File: config.mk
export PLATFORM = sky130hd
export DESIGN_NAME = balance_arbiter
export DESIGN_NICKNAME = d
export VERILOG_FILES = /design/src/rtl/balance_arbiter.sv
export SDC_FILE = /design/constraint.sdc
export NUM_CORES = 1
export LEC_CHECK = 0
export ABC_AREA = 0
export CORE_MARGIN = 1
export CORE_UTILIZATION = 32
export CTS_CLUSTER_DIAMETER = 150
export DETAILED_ROUTE_END_ITERATION = 7
export PLACE_DENSITY = 0.63
export SLEW_MARGIN = 20
export SYNTH_ARGS = -nofsm -noshare
export SYNTH_HDL_FRONTEND = slang
export SYNTH_SLANG_ARGS = --single-unit
File: constraint.sdc
create_clock -name clk -period 3.52 [get_ports clk]
set_input_delay 0.704 -clock clk [delete_from_list [all_inputs] [get_ports clk]]
set_output_delay 0.704 -clock clk [all_outputs]
set_load 0.01 [all_outputs]
File: src/rtl/balance_arbiter.sv
// Round-robin arbiter granting three terminals exclusive access to one shared
// 64-bit account balance (deposit with saturation, withdrawal with funds check).
module balance_arbiter #(
  parameter logic [63:0] INIT_BALANCE = 64'd4500,
  parameter int          N_REQ        = 3
) (
  input  logic             clk,
  input  logic             rst,
  input  logic [N_REQ-1:0] req,
  input  logic [N_REQ-1:0] tipo_trans,
  input  logic [31:0]      monto_0,
  input  logic [31:0]      monto_1,
  input  logic [31:0]      monto_2,
  output logic [N_REQ-1:0] grant,
  output logic [N_REQ-1:0] done,
  output logic             fondos_insuficientes,
  output logic [63:0]      balance,
  output logic             busy
);

  typedef enum logic [1:0] {IDLE, GRANT, RESP} state_t;

  state_t           state, state_n;
  logic [N_REQ-1:0] grant_n, done_n;
  logic             fondos_n, busy_n;
  logic [63:0]      balance_n;
  logic [1:0]       winner, winner_n;
  logic [1:0]       last_winner, last_winner_n;
  logic [1:0]       pick;
  logic             latch;
  logic             op_tipo;
  logic [31:0]      op_monto;
  logic [31:0]      monto_pick;

  function automatic logic [63:0] sat_add(input logic [63:0] bal, input logic [31:0] amt);
    logic [64:0] sum;
    sum = {1'b0, bal} + {33'd0, amt};
    return sum[64] ? {64{1'b1}} : sum[63:0];
  endfunction

  // Nearest requester after last_winner wins; scanning farthest-first lets the
  // closest candidate overwrite the others.
  function automatic logic [1:0] rr_pick(input logic [N_REQ-1:0] r, input logic [1:0] last);
    logic [1:0] p;
    int         c;
    p = last;
    for (int k = N_REQ; k >= 1; k--) begin
      c = (int'(last) + k) % N_REQ;
      if (r[c]) p = 2'(c);
    end
    return p;
  endfunction

  function automatic logic [N_REQ-1:0] onehot(input logic [1:0] idx);
    return N_REQ'(1) << idx;
  endfunction

  always_comb begin
    case (pick)
      2'd0:    monto_pick = monto_0;
      2'd1:    monto_pick = monto_1;
      default: monto_pick = monto_2;
    endcase
  end

  always_comb begin
    pick          = rr_pick(req, last_winner);
    state_n       = state;
    grant_n       = grant;
    done_n        = done;
    fondos_n      = fondos_insuficientes;
    balance_n     = balance;
    winner_n      = winner;
    last_winner_n = last_winner;
    latch         = 1'b0;
    case (state)
      IDLE: begin
        grant_n  = '0;
        done_n   = '0;
        fondos_n = 1'b0;
        if (|req) begin
          state_n       = GRANT;
          grant_n       = onehot(pick);
          winner_n      = pick;
          last_winner_n = pick;
          latch         = 1'b1;
        end
      end
      GRANT: begin
        state_n = RESP;
        done_n  = onehot(winner);
        if (!op_tipo) begin
          balance_n = sat_add(balance, op_monto);
          fondos_n  = 1'b0;
        end else if ({32'd0, op_monto} > balance) begin
          fondos_n  = 1'b1;
        end else begin
          balance_n = balance - {32'd0, op_monto};
          fondos_n  = 1'b0;
        end
      end
      RESP: begin
        if (!req[winner]) begin
          state_n  = IDLE;
          grant_n  = '0;
          done_n   = '0;
          fondos_n = 1'b0;
        end
      end
      default: state_n = IDLE;
    endcase
    busy_n = (state_n != IDLE);
  end

  always_ff @(posedge clk or negedge rst) begin
    if (!rst) begin
      state                <= IDLE;
      grant                <= '0;
      done                 <= '0;
      fondos_insuficientes <= 1'b0;
      balance              <= INIT_BALANCE;
      busy                 <= 1'b0;
      winner               <= 2'd0;
      last_winner          <= 2'd2;
    end else begin
      state                <= state_n;
      grant                <= grant_n;
      done                 <= done_n;
      fondos_insuficientes <= fondos_n;
      balance              <= balance_n;
      busy                 <= busy_n;
      winner               <= winner_n;
      last_winner          <= last_winner_n;
    end
  end

  // Operand capture: frozen at the grant edge so later input changes are ignored.
  always_ff @(posedge clk) begin
    if (latch) begin
      op_tipo  <= tipo_trans[pick];
      op_monto <= monto_pick;
    end
  end

endmodule

* Yosys cells after proc, flatten, opt, wreduce, memory -nomap -nowiden
Cells that the tools add are included.
** Word-level totals
- Register bits :: 111
- Bits in latches :: 0
- Memory bits (writable) :: 0
- Bits in read-only memories :: 0
- Input port bits :: 104
- Output and inout port bits :: 72
- Word-level logic and storage cells :: 74
- Memories kept :: 0
** Operators by class
- Add/sub/neg operators :: 5
- Multiply operators :: 0
- Div/mod/pow operators :: 3
- $lt $le $gt $ge :: 6
- Eq/ne operators :: 5
- Shifts and indexed selects :: 2
- Mux-type cells :: 33
- Bitwise logic cells :: 0
- Reduce and logical (&&, ||, !) cells :: 10
** Operators by type and width (number)
- $mux W64 :: 3
- $lt A32 B4 Y1 const B :: 3
- $mod A32 B3 Y32 const B :: 3
- $add A64 B32 Y65 :: 1
- $gt A32 B64 Y1 :: 1
- $pmux W32 S2 :: 1
- $sub A64 B32 Y64 :: 1
- $mux W1 :: 13
- $bmux W1 S2 :: 5
- $mux W2 :: 5
- $pmux W3 S3 :: 1
- $reduce_and A2 Y1 :: 4
- $add A2 B2 Y3 const B :: 2
- $lt A2 B3 Y1 const B :: 2
- $mux W3 :: 2
- $pmux W2 S3 :: 1
- $pmux W3 S2 :: 1
- $shl A1 B2 Y3 const A :: 2
- $eq A2 B1 Y1 const B :: 2
- $logic_not A2 Y1 :: 2
- $ne A2 B2 Y1 const B :: 2
- $reduce_bool A2 Y1 :: 2
- $add A2 B1 Y3 const B :: 1
- $pmux W1 S3 :: 1
- other kinds (3) :: 3

* Longest topological paths before layout
Gate-level depths: netlist of run 1.
- Word-level depth :: 11
- Depth in mapped cells :: 14
- Depth with buffers taken out :: 12

* Worst setup path after synthesis of run 1
Ideal clock, no wire load.
- Kind :: register to register
- Start point :: register balance[0]
- End point :: register balance[42]
- Setup time :: 125 ps
- Data arrival time :: 3173 ps
- Setup slack :: 222 ps
- Stages on the path, launching flop included :: 13
- Path buffers :: 1
- Period minus slack after synthesis :: 3298 ps
- Cells stage by stage :: dfrtp_1 ha_1 fa_1 nor2b_1 o21ai_0 a2111oi_1 nor3_1 o21ai_4 a31o_2 buf_2 and3_1 a41oi_1 mux2_2
** Between the ends
- Longest elaborated chain between the ends :: 3
- Elaborated cells between the ends (all ways) :: 8
- Those cells by class :: add/sub: 2; order compare: 1; eq/ne: 1; mux: 3; reduce/logical: 1
** RTL lines
- from (decl) :: RTL line 17 : output logic [63:0] balance,
- from (signal assigned) :: RTL line 130 : balance <= balance_n;
- $add A64 B32 Y65 (tied with other cells) :: RTL line 37 : sum = {1'b0, bal} + {33'd0, amt};
- $mux W64 (tied with other cells) :: RTL line 38 : return sum[64] ? {64{1'b1}} : sum[63:0];
- $mux W64 or $reduce_and A2 Y1 (tied branches)
Several ways; a longest one is shown, not always the timed one. The select of a mux whose other input is x is not followed.
A chain may end at the register's enable or synchronous reset.

* Final worst setup path of run 1
- Start point :: register balance[0]
- End point :: register balance[52]
The elaborated chain is that of the path after synthesis.

==> impl_metrics.toml, run 1 <==
[global_routing]
grt_max_degree = 57
grt_overflow = 0
grt_pass1_wl_um = 61700
grt_pass1_vias = 10812
grt_antenna_before_repair = 0
grtUsageTotal = 0.241

[cts]
cts_root_buf = "clkbuf_16"
numCtsBuffers = 9
cts.sinks = 110
clock_latency_ps = 380
clk_path_buf_depth = 2
postCtsHoldBufs = 0
htreeDepth = 3
cts.clk_slew.worst_paths_ps = 80
cts_tree = "built"

[timing]
fin_ws_ps = 5.06
fin_skew_ps = 11.0
holdWs_ps = 279
fin_crit_sh = 0.999
fin_tns_setup_ps = 0
layout_min_cycle_time_ps = 3510
setup_viol = 0
rsz0062_at_grt = "yes"
max_freq_mhz = 285
worst_pin_slew_ps = 837
maxSlewHeadroom = 0.440
hold_viol_final = 0
drv_slew = 0

[placement]
place.gp.congestion = 0.994
portBuffers = 175
pre_cts_ws_ps = -212
place_hpwl_um = 31100

[floorplanning]
die_height_um = 180
core-area_um2 = 30900
io_pins = 176
fp-row-count = 64
start_util = 0.329
die_w_um = 180
die-area_um2 = 32500

[critical_path]
critical_path_class = "flop to flop"
worst_ep_required_time_ps = 3850
cpMaxStageDelayCell = "fa_1"
path_cells = "inv_1 -> ha_1 -> fa_1 -> nor2b_1 -> o31ai_1 -> a31o_2 -> o211ai_1 -> a31oi_2 -> and3_1 -> buf_4 -> nand2_1 -> mux2_2 -> a311oi_1 -> buf_4"
cp.arrival_ps = 3840
critPathBufInv = 3
endpoint = "balance[52]"
crit_family = "compound AO/OA/AOI/OAI gates"
cp-start-kind = "flop"
ff2ff_setup_slack_ps = 5
cp_slowest_stage_delay_ps = 420
crit_start = "balance[0]"
crit_cells = 14
end_kind = "flop"
reg2reg_to = "balance[52]"
rr_worst_depth = 14
path_max_fanout = 5
r2r_start = "balance[0]"
path_common_cell = "buf_4"

[logic_synthesis]
synth-edff-count = 33
yosysUniqueCellTypes = 84
synth_xor_area_frac = 0.0293
synth-simple-area-share = 0.226
ys_warn_count = 0
syn-cell-area_um2 = 10200
ys.flop_type = "dfrtp_1"
synth_top_family_by_area = "compound AO/OA/AOI/OAI gates"
synth_nets = 1452
ys_seq_area_frac = 0.288
syn_inst = 1280
avgSynthCellArea_um2 = 7.94
synth-compound-area-share = 0.257
synthMuxAreaShare = 0.0554
synth-seq-cells = 110
async_flop_share = 0.700
synthAdderAreaFrac = 0.0852

[route]
wl_um = 39700
viasPerCell = 5.75
drt_first_pass_iters = 5
ant_nets = 0
via_count = 11116
avgRoutedWirePerCell_um = 20.5
drc = 0
drtIter0Drc = 978

[run]
cap_violations = 0

[cells_and_area]
final_common_cell = "clkdlybuf4s50_1"
final_util = 0.442
area_delta_synth_final_pct = 34.5
multi_input_area_um2 = 6830
fill_cells = 3076
ff_latch_area_um2 = 2930
antenna_cells = 0
layout_common_cells = "clkdlybuf4s50_1 (174), nand2_1 (140), buf_4 (137)"
finalNetCount = 1704
layout-drive-gt1-share = 0.150

[min_path]
hold_path_class = "input port to asynchronous set/reset pin"

[status]
status = "completed"
-- registers in the layout, summed over array words and instances, names as in the netlist --
signal / cells
last_winner: 1
grant: 3
state: 2
op_tipo: 1
busy: 1
winner: 2
done: 3
balance: 64
fondos_insuficientes: 1
op_monto: 32
-- stage by stage --
step	cell area, um2	std cells
floorplan	10200	1280
global placement	13200	1911
detailed placement	13200	1911
CTS	13500	1927
global route	13700	1933
finish	13700	1933
-- timing repair --
item                                    4_1_cts  5_1_grt
cloned                                        0        1
pin swaps                                     0        7
gates resized for setup                       4       39
setup buffers                                 0        5
endpoints found under the setup margin        7       58
-- cell usage after synthesis (all sizes together), types with 5 or more instances --
| cell type | instances | area share |
|---|---|---|
| a2111oi | 9 | 0.0079 |
| a211oi | 6 | 0.0044 |
| a21o | 17 | 0.013 |
| a21oi | 97 | 0.048 |
| a22o | 5 | 0.0043 |
| a31oi | 36 | 0.025 |
| and2 | 5 | 0.0031 |
| and3 | 13 | 0.0080 |
| and4 | 8 | 0.0069 |
| buf | 27 | 0.014 |
| clkbuf | 49 | 0.018 |
| dfrtp | 71 | 0.17 |
| dfstp | 6 | 0.016 |
| edfxtp | 33 | 0.098 |
| ha | 66 | 0.081 |
| inv | 73 | 0.027 |
| mux2 | 18 | 0.020 |
| mux2i | 36 | 0.035 |
| nand2 | 140 | 0.052 |
| nand2b | 22 | 0.014 |
| nand3 | 36 | 0.018 |
| nand4 | 20 | 0.012 |
| nor2 | 104 | 0.038 |
| nor2b | 14 | 0.0086 |
| nor3 | 44 | 0.023 |
| nor4 | 20 | 0.012 |
| o211ai | 19 | 0.015 |
| o21a | 9 | 0.0066 |
| o21ai | 95 | 0.048 |
| o21bai | 8 | 0.0059 |
| o22a | 17 | 0.015 |
| o22ai | 6 | 0.0037 |
| o31ai | 19 | 0.015 |
| o32ai | 6 | 0.0052 |
| or2 | 6 | 0.0037 |
| or3 | 18 | 0.012 |
| or4 | 8 | 0.0063 |
| xnor2 | 31 | 0.027 |
-- cells by family after synthesis --
family	Yosys count
AND/OR/NAND/NOR	468
AO/OA/AOI/OAI	397
buffers and inverters	149
flip-flops	110
adder cells (fa/ha/maj)	68
multiplexers	54
XOR/XNOR	34
-- per-layer routing --
metal	vias up	track usage	wire length, um
met2	541	0.380	17700
met4	0	0.0786	992
met3	65	0.0392	3220
li1	5225	-	-
met5	-	0	0
met1	5285	0.335	17800
-- worst min-delay path by stage --
| stage | cells past startpoint | startpoint | slack (ps) | endpoint |
|---|---|---|---|---|
| 6_report | 1 | rst | 280 | balance[39] |
| 2_1_floorplan | 0 | rst | 410 | balance[0] |
| 5_1_grt | 1 | rst | 330 | balance[39] |
| 3_3_place_gp | 2 | grant[1] | 460 | grant[1] |
| 3_5_place_dp | 2 | grant[1] | 480 | grant[1] |
| 4_1_cts | 1 | rst | 300 | balance[39] |
-- cell type report --
| type | count | area share |
|---|---|---|
| inverter | 73 | 0.0200 |
| clock inverter | 5 | 0.00256 |
| tap | 396 | 0.0362 |
| clock buffer | 11 | 0.0170 |
| sequential | 110 | 0.214 |
| multi-input combinational | 1021 | 0.499 |
| timing repair buffer | 317 | 0.211 |
Power of run 1 is left out: the tool's default activity adds up to more than one toggle a clock period on the data nets, which glitch-free logic cannot reach.
==> inputs of run 2 (changes only) <==
==> constraint.sdc (replaced) <==
create_clock -name clk -period 3.52 [get_ports clk]
set_input_delay 0.704 -clock clk [delete_from_list [all_inputs] [get_ports clk]]
set_output_delay 0.704 -clock clk [all_outputs]
set_load 0.005 [all_outputs]
==> run 2 against run 1 <==
  * Hold slack gained 11 ps
  * Utilization is 0.089 points higher
  * Clock-buffer cell count shrank 1
  * Via count is 0.31% lower
  * Clock skew up 5.4 ps
==> impl_metrics.toml, run 2 (synthesized netlist as in run 1, its figures left out) <==
[status]
status = "completed"

[timing]
setup_viol = 0
rsz0062_at_grt = "yes"
fin_skew_ps = 16.4
drv_slew = 0
maxSlewHeadroom = 0.399
max_freq_mhz = 289
hold_viol_final = 0
layout_min_cycle_time_ps = 3460
fin_crit_sh = 0.982
fin_ws_ps = 63.1
worst_pin_slew_ps = 893
holdWs_ps = 290

[critical_path]
cpMaxStageDelayCell = "dfstp_2"
cp_slowest_stage_delay_ps = 570
path_common_cell = "buf_4"
cp.arrival_ps = 3710
path_cells = "ha_2 -> buf_4 -> or2_2 -> a2111oi_2 -> nor3_1 -> buf_4 -> o21ai_4 -> a31oi_4 -> or4_4 -> o32ai_1 -> mux2_1"
critical_path_class = "flop to flop"
worst_ep_required_time_ps = 3780
cp-start-kind = "flop"
end_kind = "flop"
path_max_fanout = 8

[cts]
clk_path_buf_depth = 2
cts.clk_slew.worst_paths_ps = 90
postCtsHoldBufs = 0
clock_latency_ps = 380
cts_root_buf = "clkbuf_16"
cts_tree = "built"
cts.sinks = 110
htreeDepth = 3
numCtsBuffers = 9

[route]
drt_first_pass_iters = 5
drc = 0
ant_nets = 0
wl_um = 39500
viasPerCell = 5.75
avgRoutedWirePerCell_um = 20.5
via_count = 11081
drtIter0Drc = 971

[floorplanning]
io_pins = 176
die_w_um = 180
fp-row-count = 64
core-area_um2 = 30900
start_util = 0.329
die-area_um2 = 32500
die_height_um = 180

[cells_and_area]
finalNetCount = 1699
layout-drive-gt1-share = 0.150
layout_common_cells = "clkdlybuf4s50_1 (174), nand2_1 (139), buf_4 (130)"
reg_top3 = "balance (64), op_monto (32)"
final_common_cell = "clkdlybuf4s50_1"
largest_register_ffs = 64
antenna_cells = 0
area_delta_synth_final_pct = 34.8
largest_register = "balance"

[power_and_ir_drop]
p_per_area_nw_per_um2 = 1270
ir_worst_vdd_mv = 0.731
combPwrFrac = 0.765
pwr-share-clk = 0.067
switching_share = 0.510
p_leak_nw = 5.59
sequentialPowerShare = 0.168
p_sw_w = 0.00889
p_int_w = 0.00853

[placement]
place_hpwl_um = 31000
place.gp.congestion = 0.998
portBuffers = 175
pre_cts_ws_ps = -124

[global_routing]
grt_overflow = 0
grt_pass1_wl_um = 61100
grt_pass1_vias = 10862
grtUsageTotal = 0.239
grt_antenna_before_repair = 0
grt_max_degree = 57

[min_path]
hold_path_class = "input port to asynchronous set/reset pin"

[run]
cap_violations = 0
[run 2: final timing paths]
check,from,to,slack (ps),depth (start not counted)
worst min-delay path,rst,balance[52],290,1
min in group clk,grant[1],grant[1],500,2
worst max register to register,balance[12],balance[56],60,11
max in group asynchronous,rst,balance[2],2450,2
worst min register to register,grant[1],grant[1],500,2
worst max-delay path,balance[12],balance[56],60,11
[run 2: area by class of cell]
type | instances | area [um2]
Sequential cell | 110 | 2930
Multi-Input combinational cell | 1021 | 6830
Clock buffer | 10 | 229
Tap cell | 396 | 495
Clock inverter | 6 | 93.8
Inverter | 73 | 274
Timing Repair Buffer | 312 | 2860
Fill cell | 3090 | 17200
[run 2: power by group through the flow]
| stage | Clock (W) | Sequential [W] | Combinational (W) |
|---|---|---|---|
| CTS | 0.00120 | 0.00291 | 0.0128 |
| global route | 0.00126 | 0.00301 | 0.0145 |
| detailed placement | 0 | 0.00293 | 0.0127 |
| global placement | 0 | 0.00291 | 0.0127 |
| finish | 0.00117 | 0.00292 | 0.0133 |
| floorplan | 0 | 0.00265 | 0.00798 |
[run 2: what timing repair did]
action                                  CTS  global route
endpoints found under the hold margin     0             0
setup buffers                             0             1
endpoints found under the setup margin    9            57
gates resized for setup                   5            42
pin swaps                                 0             6
cloned                                    0             1
[run 2: critical path, delay by kind of cell (launching register included)]
kind	cells	cell delay, ps
AO/OA/AOI/OAI	4	750
adder cells (fa/ha/maj)	1	350
AND/OR/NAND/NOR	3	990
multiplexers	1	350
buffers and inverters	2	350
flip-flops	1	570
[run 2: routing by layer]
metal,global-route usage,share of wire,vias to the layer above
li1,-,-,5214
met5,0,0,-
met4,0.0762,0.024,0
met2,0.380,0.45,508
met1,0.328,0.46,5303
met3,0.0437,0.072,56
[run 2: stage by stage]
stage / power, W / area [um2] / cells / TNS, ps / utilization
after floorplan: 0.0106 / 10200 / 1280 / 0 / -
after global placement: 0.0156 / 13200 / 1910 / -134 / 0.426
after detailed placement: 0.0157 / 13200 / 1910 / -219 / 0.426
after CTS: 0.0169 / 13500 / 1926 / 0 / 0.437
after global routing: 0.0187 / 13700 / 1928 / -22.6 / 0.443
final: 0.0174 / 13700 / 1928 / 0 / 0.443
No activity file was read; power rests on OpenSTA's default activity.
